[src/rtl/uart_pkg.sv]
// Shared UART definitions used by both the receiver (uartin) and the transmitter (uartout).
package uart_pkg;

  localparam int UART_DATA_BITS = 8;

  typedef enum logic [2:0] {
    IDLE,
    START,
    DATA,
    STOP,
    BRK
  } uartin_state_t;

endpackage

[src/rtl/uartin_bitcnt.sv]
// Bit-period divider for the UART receiver. It counts clocks since the last clear
// and emits a sample strobe at mid-bit (half mode) or after one full bit period.
module uartin_bitcnt #(
  parameter int CDIV = 2
) (
  input  logic clk,
  input  logic rst,
  input  logic i_clear,
  input  logic i_half,
  output logic o_strobe
);

  localparam int CW = $clog2(CDIV);
  localparam logic [CW-1:0] HALF_LAST = CW'(CDIV / 2 - 1);
  localparam logic [CW-1:0] FULL_LAST = CW'(CDIV - 1);

  logic [CW-1:0] r_cnt;
  logic [CW-1:0] w_last;

  assign w_last   = i_half ? HALF_LAST : FULL_LAST;
  assign o_strobe = !i_clear && (r_cnt == w_last);

  // The counter restarts on every strobe, so each following sample lands one full bit later.
  always_ff @(posedge clk) begin
    if (rst || i_clear || o_strobe) begin
      r_cnt <= '0;
    end else begin
      r_cnt <= r_cnt + CW'(1);
    end
  end

endmodule

[src/rtl/uartin.sv]
// 8N1 UART receiver (MSB first) with a one-entry output buffer and an active-low
// valid/ready handshake. Define UARTIN_RXSYNC_EN to add a 2-flop rx synchroniser.
module uartin
  import uart_pkg::*;
#(
  parameter int CDIV = 2
) (
  input  logic                      clk,
  input  logic                      rst,
  input  logic                      rx,
  output logic [UART_DATA_BITS-1:0] data,
  output logic                      n_valid,
  input  logic                      n_ready,
  output logic                      frame_err,
  output logic                      overrun
);

  logic w_rxS;

`ifdef UARTIN_RXSYNC_EN
  logic r_sync1;
  logic r_sync2;

  always_ff @(posedge clk) begin
    if (rst) begin
      r_sync1 <= 1'b1;
      r_sync2 <= 1'b1;
    end else begin
      r_sync1 <= rx;
      r_sync2 <= r_sync1;
    end
  end

  assign w_rxS = r_sync2;
`else
  assign w_rxS = rx;
`endif

  uartin_state_t r_state;
  uartin_state_t w_nextState;

  logic [2:0]                r_bitIdx;
  logic [UART_DATA_BITS-1:0] r_shreg;
  logic [UART_DATA_BITS-1:0] r_data;
  logic                      r_nValid;
  logic                      r_frameErr;
  logic                      r_overrun;

  logic w_strobe;
  logic w_clear;
  logic w_half;
  logic w_sampleBit;
  logic w_stopOk;
  logic w_stopBad;
  logic w_take;

  assign w_clear = (r_state == IDLE) || (r_state == BRK);
  assign w_half  = (r_state == START);

  uartin_bitcnt #(
    .CDIV(CDIV)
  ) u_bitcnt (
    .clk     (clk),
    .rst     (rst),
    .i_clear (w_clear),
    .i_half  (w_half),
    .o_strobe(w_strobe)
  );

  assign w_sampleBit = w_strobe && (r_state == DATA);
  assign w_stopOk    = w_strobe && (r_state == STOP) && w_rxS;
  assign w_stopBad   = w_strobe && (r_state == STOP) && !w_rxS;
  assign w_take      = !r_nValid && !n_ready;

  always_ff @(posedge clk) begin
    if (rst) begin
      r_state <= IDLE;
    end else begin
      r_state <= w_nextState;
    end
  end

  always_comb begin
    w_nextState = r_state;
    case (r_state)
      IDLE:    if (!w_rxS) w_nextState = START;
      START:   if (w_strobe) w_nextState = w_rxS ? IDLE : DATA;
      DATA:    if (w_strobe && (r_bitIdx == 3'd0)) w_nextState = STOP;
      STOP:    if (w_strobe) w_nextState = w_rxS ? IDLE : BRK;
      // A held-low line after a bad stop bit must not be mistaken for a new start bit.
      BRK:     if (w_rxS) w_nextState = IDLE;
      default: w_nextState = IDLE;
    endcase
  end

  always_ff @(posedge clk) begin
    if (rst) begin
      r_bitIdx   <= 3'd0;
      r_shreg    <= '0;
      r_data     <= '0;
      r_nValid   <= 1'b1;
      r_frameErr <= 1'b0;
      r_overrun  <= 1'b0;
    end else begin
      r_frameErr <= w_stopBad;
      r_overrun  <= 1'b0;

      if (w_strobe && (r_state == START)) begin
        r_bitIdx <= 3'(UART_DATA_BITS - 1);
      end else if (w_sampleBit && (r_bitIdx != 3'd0)) begin
        r_bitIdx <= r_bitIdx - 3'd1;
      end

      if (w_sampleBit) begin
        r_shreg <= {r_shreg[UART_DATA_BITS-2:0], w_rxS};
      end

      // A buffer being drained on the same edge counts as free for the new byte.
      if (w_stopOk) begin
        if (r_nValid || w_take) begin
          r_data   <= r_shreg;
          r_nValid <= 1'b0;
        end else begin
          r_overrun <= 1'b1;
        end
      end else if (w_take) begin
        r_nValid <= 1'b1;
      end
    end
  end

  assign data      = r_data;
  assign n_valid   = r_nValid;
  assign frame_err = r_frameErr;
  assign overrun   = r_overrun;

endmodule

[config.mk]
export PLATFORM = sky130hd
export DESIGN_NAME = uartin
export DESIGN_NICKNAME = d
export VERILOG_FILES = /design/src/rtl/uart_pkg.sv /design/src/rtl/uartin_bitcnt.sv /design/src/rtl/uartin.sv
export SDC_FILE = /design/constraint.sdc
export NUM_CORES = 1
export LEC_CHECK = 0
export CAP_MARGIN = 20
export CORE_UTILIZATION = 40
export CTS_BUF_LIST = sky130_fd_sc_hd__clkbuf_4
export DETAILED_ROUTE_END_ITERATION = 7
export PLACE_DENSITY = 0.67
export SLEW_MARGIN = 40
export SYNTH_ARGS = -nofsm -noshare
export SYNTH_HDL_FRONTEND = slang
export SYNTH_SLANG_ARGS = --single-unit
[constraint.sdc]
create_clock -name clk -period 1.8 [get_ports clk]
set_input_delay 0.36 -clock clk [delete_from_list [all_inputs] [get_ports clk]]
set_output_delay 0.36 -clock clk [all_outputs]
set_load 0.005 [all_outputs]
==> reports/metrics.yaml <==
clock_network:
  path_clk_slew_ns: 0.14
  cts_inserted_buffers: 3
  tritoncts: "built"
  cts_root_buf: "clkbuf_4"
  htreeDepth: 1
  sink_count: 26
  post_cts_setup_bufs: 0
  cts.path.max_buffers: 2
  cts_resized: 0
  postCtsHoldBufs: 0
  worst_skew_pair.late_latency_ns: 0.31
drt:
  wl_per_cell_um: 11.8
  initialDrtViolationCount: 10
  vias: 900
  postRouteWirelength_um: 2000
  drt-vias-per-instance: 5.33
  drt_pass1_iterations: 4
  post-route-drc-count: 0
  final_antenna_net_count: 0
timing:
  timing.final.hold_violations: 0
  max_clock_freq_mhz: 648
  drv_slew: 0
  setup_viol_count_final: 0
  final.period_utilization: 0.857
  unrepaired_setup_endpoints_after_global_routing: "no"
  worst_slew_pin_tran_ns: 0.436
  timing.max_slew.rel_slack: 0.709
  totalNegativeSetupSlack_ns: 0
  clock_skew_ns: 0.00179
  tmin_final_ns: 1.54
synth:
  synthFlopType: "dfxtp_1"
  synth_top_cells_by_count: "26 x dfxtp_1, 19 x nand2_1, 11 x a21oi_1, 8 x mux2i_1, 8 x nor2_2"
  avgSynthCellArea_um2: 9.07
  synth_enable_flop_cells: 0
  syn-num-nets: 128
  ys_types: 31
  synth.top_cells.by_area: "dfxtp_1 47%, mux2i_1 7.2%, nand2_1 6.4%"
  syn_area_um2: 1110
  cell_taking_the_most_area_after_synthesis: "dfxtp_1"
  synthCells: 122
  yosysMostFrequentCell: "dfxtp_1"
  yosysSeqAreaShare: 0.471
  ys.warnings.count: 0
  synth_seq_cells: 26
  share_of_the_synthesized_area_in_the_top_cell_type: 0.471
  postSynth.asyncResetShare: 0
critical_path:
  critPathSlowestCell: "clkdlybuf4s50_1"
  worstPathRequired_ns: 1.44
  timing.critical_path.max_delay_family: "buffers and inverters"
  critPathCaptureType: "primary output"
  timing.rr.end: "data[2]$_SDFFE_PP0P_"
  path_class: "flip-flop to primary output"
  cp_max_fo: 2
  reg2regPathDepth: 5
  critical_path.max_stage_delay_ns: 0.50
  critical_path.reg2reg.startpoint: "u_bitcnt.r_cnt$_SDFF_PP0_"
  crit_chain: "clkdlybuf4s50_1"
  timing.critical_path.buf_inv: 1
  start_kind: "flip-flop"
  reg2reg_setup_slack_ns: 0.33
  worst_ep_arrival_time_ns: 1.18
die:
  placementRows: 18
  fp.coreArea_um2: 2540
  floorplan.initialDensity: 0.435
  die-height_um: 54.6
  die_area_um2: 2980
  die_w_um: 54.6
  num_io_pins: 15
global_route:
  first_global_vias: 837
  grtUsageTotal: 0.166
  antenna_found_initial: 0
  globalRouteOverflowTotal: 0
  grt_max_degree: 21
  grt_pass1_wl_um: 3590
place:
  dp_hpwl_um: 1410
  placed_instances: 165
  place.port_buffers: 14
  last_weighted_congestion_value_of_the_routability_driven_placer: 0.853
final_layout:
  area_growth_pct: 23.9
  antenna_cells_inserted: 0
  nets_final: 146
  ratio_of_cells_with_drive_above_1_in_the_final_layout: 0.173
  fin_cells: 169
  layout.core_utilization: 0.538
power_and_ir_drop:
  max-vdd-ir-drop_mv: 0.548
  leakagePower_nw: 0.464
  cellPowerDensity_nw_per_um2: 818
hold_path:
  holdPathEnd: "r_shreg[7]$_SDFFE_PP0P_"
  hold_depth: 2
  hp-class: "flip-flop to flip-flop"
  holdCritStartpoint: "r_shreg[6]$_SDFFE_PP0P_"
flow_run:
  maxCapViolations: 0
run_status:
  run_status: "completed"
[through the flow]
| stage | cell area (um^2) | setup slack (ns) | hold slack (ns) | power [mW] |
|---|---|---|---|---|
| after floorplan | 1110 | 0.312 | 0.436 | 0.702 |
| after global placement | 1320 | 0.0148 | 0.444 | 0.729 |
| after detailed placement | 1320 | 0.00403 | 0.460 | 0.734 |
| after CTS | 1370 | 0.235 | 0.481 | 1.13 |
| after global routing | 1370 | 0.190 | 0.513 | 1.17 |
| final | 1370 | 0.257 | 0.483 | 1.12 |
[sequential cells by signal (all words and copies together), names as in the netlist]
| register | cells |
|---|---|
| data | 8 |
| u_bitcnt.r_cnt | 1 |
| r_bitIdx | 3 |
| r_state | 3 |
| n_valid | 1 |
| frame_err | 1 |
| r_shreg | 8 |
| overrun | 1 |
[cell type report]
class                      count  area [um^2]
fill                         238         1170
multi-input combinational     85          543
sequential                    26          520
timing repair buffer          21          205
tap                           30         37.5
clock inverter                 1         30.0
clock buffer                   3         22.5
inverter                       3         11.3
[worst max-delay path by stage]
stage	from	endpoint	slack, ns	cells after the start
6_report	data[2]$_SDFFE_PP0P_	data[2]	0.26	1
5_1_grt	n_valid$_SDFFE_PP1P_	n_valid	0.19	1
4_1_cts	data[2]$_SDFFE_PP0P_	data[2]	0.24	1
3_5_place_dp	rx	data[2]$_SDFFE_PP0P_	0.004	6
3_3_place_gp	rx	data[3]$_SDFFE_PP0P_	0.01	6
2_1_floorplan	u_bitcnt.r_cnt$_SDFF_PP0_	data[0]$_SDFFE_PP0P_	0.31	4
[power breakdown]
group | internal [mW] | switching (mW)
Combinational | 0.0516 | 0.0614
Clock | 0.225 | 0.173
Sequential | 0.591 | 0.0184
[kinds of logic after synthesis]
| group | synth area share |
|---|---|
| mux | 0.0724 |
| compound gates | 0.111 |
| flops | 0.471 |
| simple gates | 0.285 |
| buf+inv | 0.0385 |
| fa+ha+maj | 0.0226 |
[placed cells by master, fill, tap and decap left out, drive strengths merged, types with 2 or more instances in the layout]
master         netlist  final
dfxtp               26     26
nand2               20     20
clkdlybuf4s50        0     14
nor2                14     14
a21oi               11     11
mux2i                8      8
buf                  1      7
nor3                 6      6
inv                  3      3
nor2b                3      3
o21bai               3      3
clkbuf               7      3
nand3b               2      2
a211oi               2      2
ha                   2      2
nor4                 2      2
[metal layers]
layer / GRT usage / routed length, um / share of wire
met1: 0.224 / 952 / 0.48
met2: 0.257 / 935 / 0.47
met3: 0.0250 / 83 / 0.041
met4: 0.0769 / 31 / 0.015
met5: 0 / 0 / 0
Note: power is estimated with default switching activity, not from simulation.
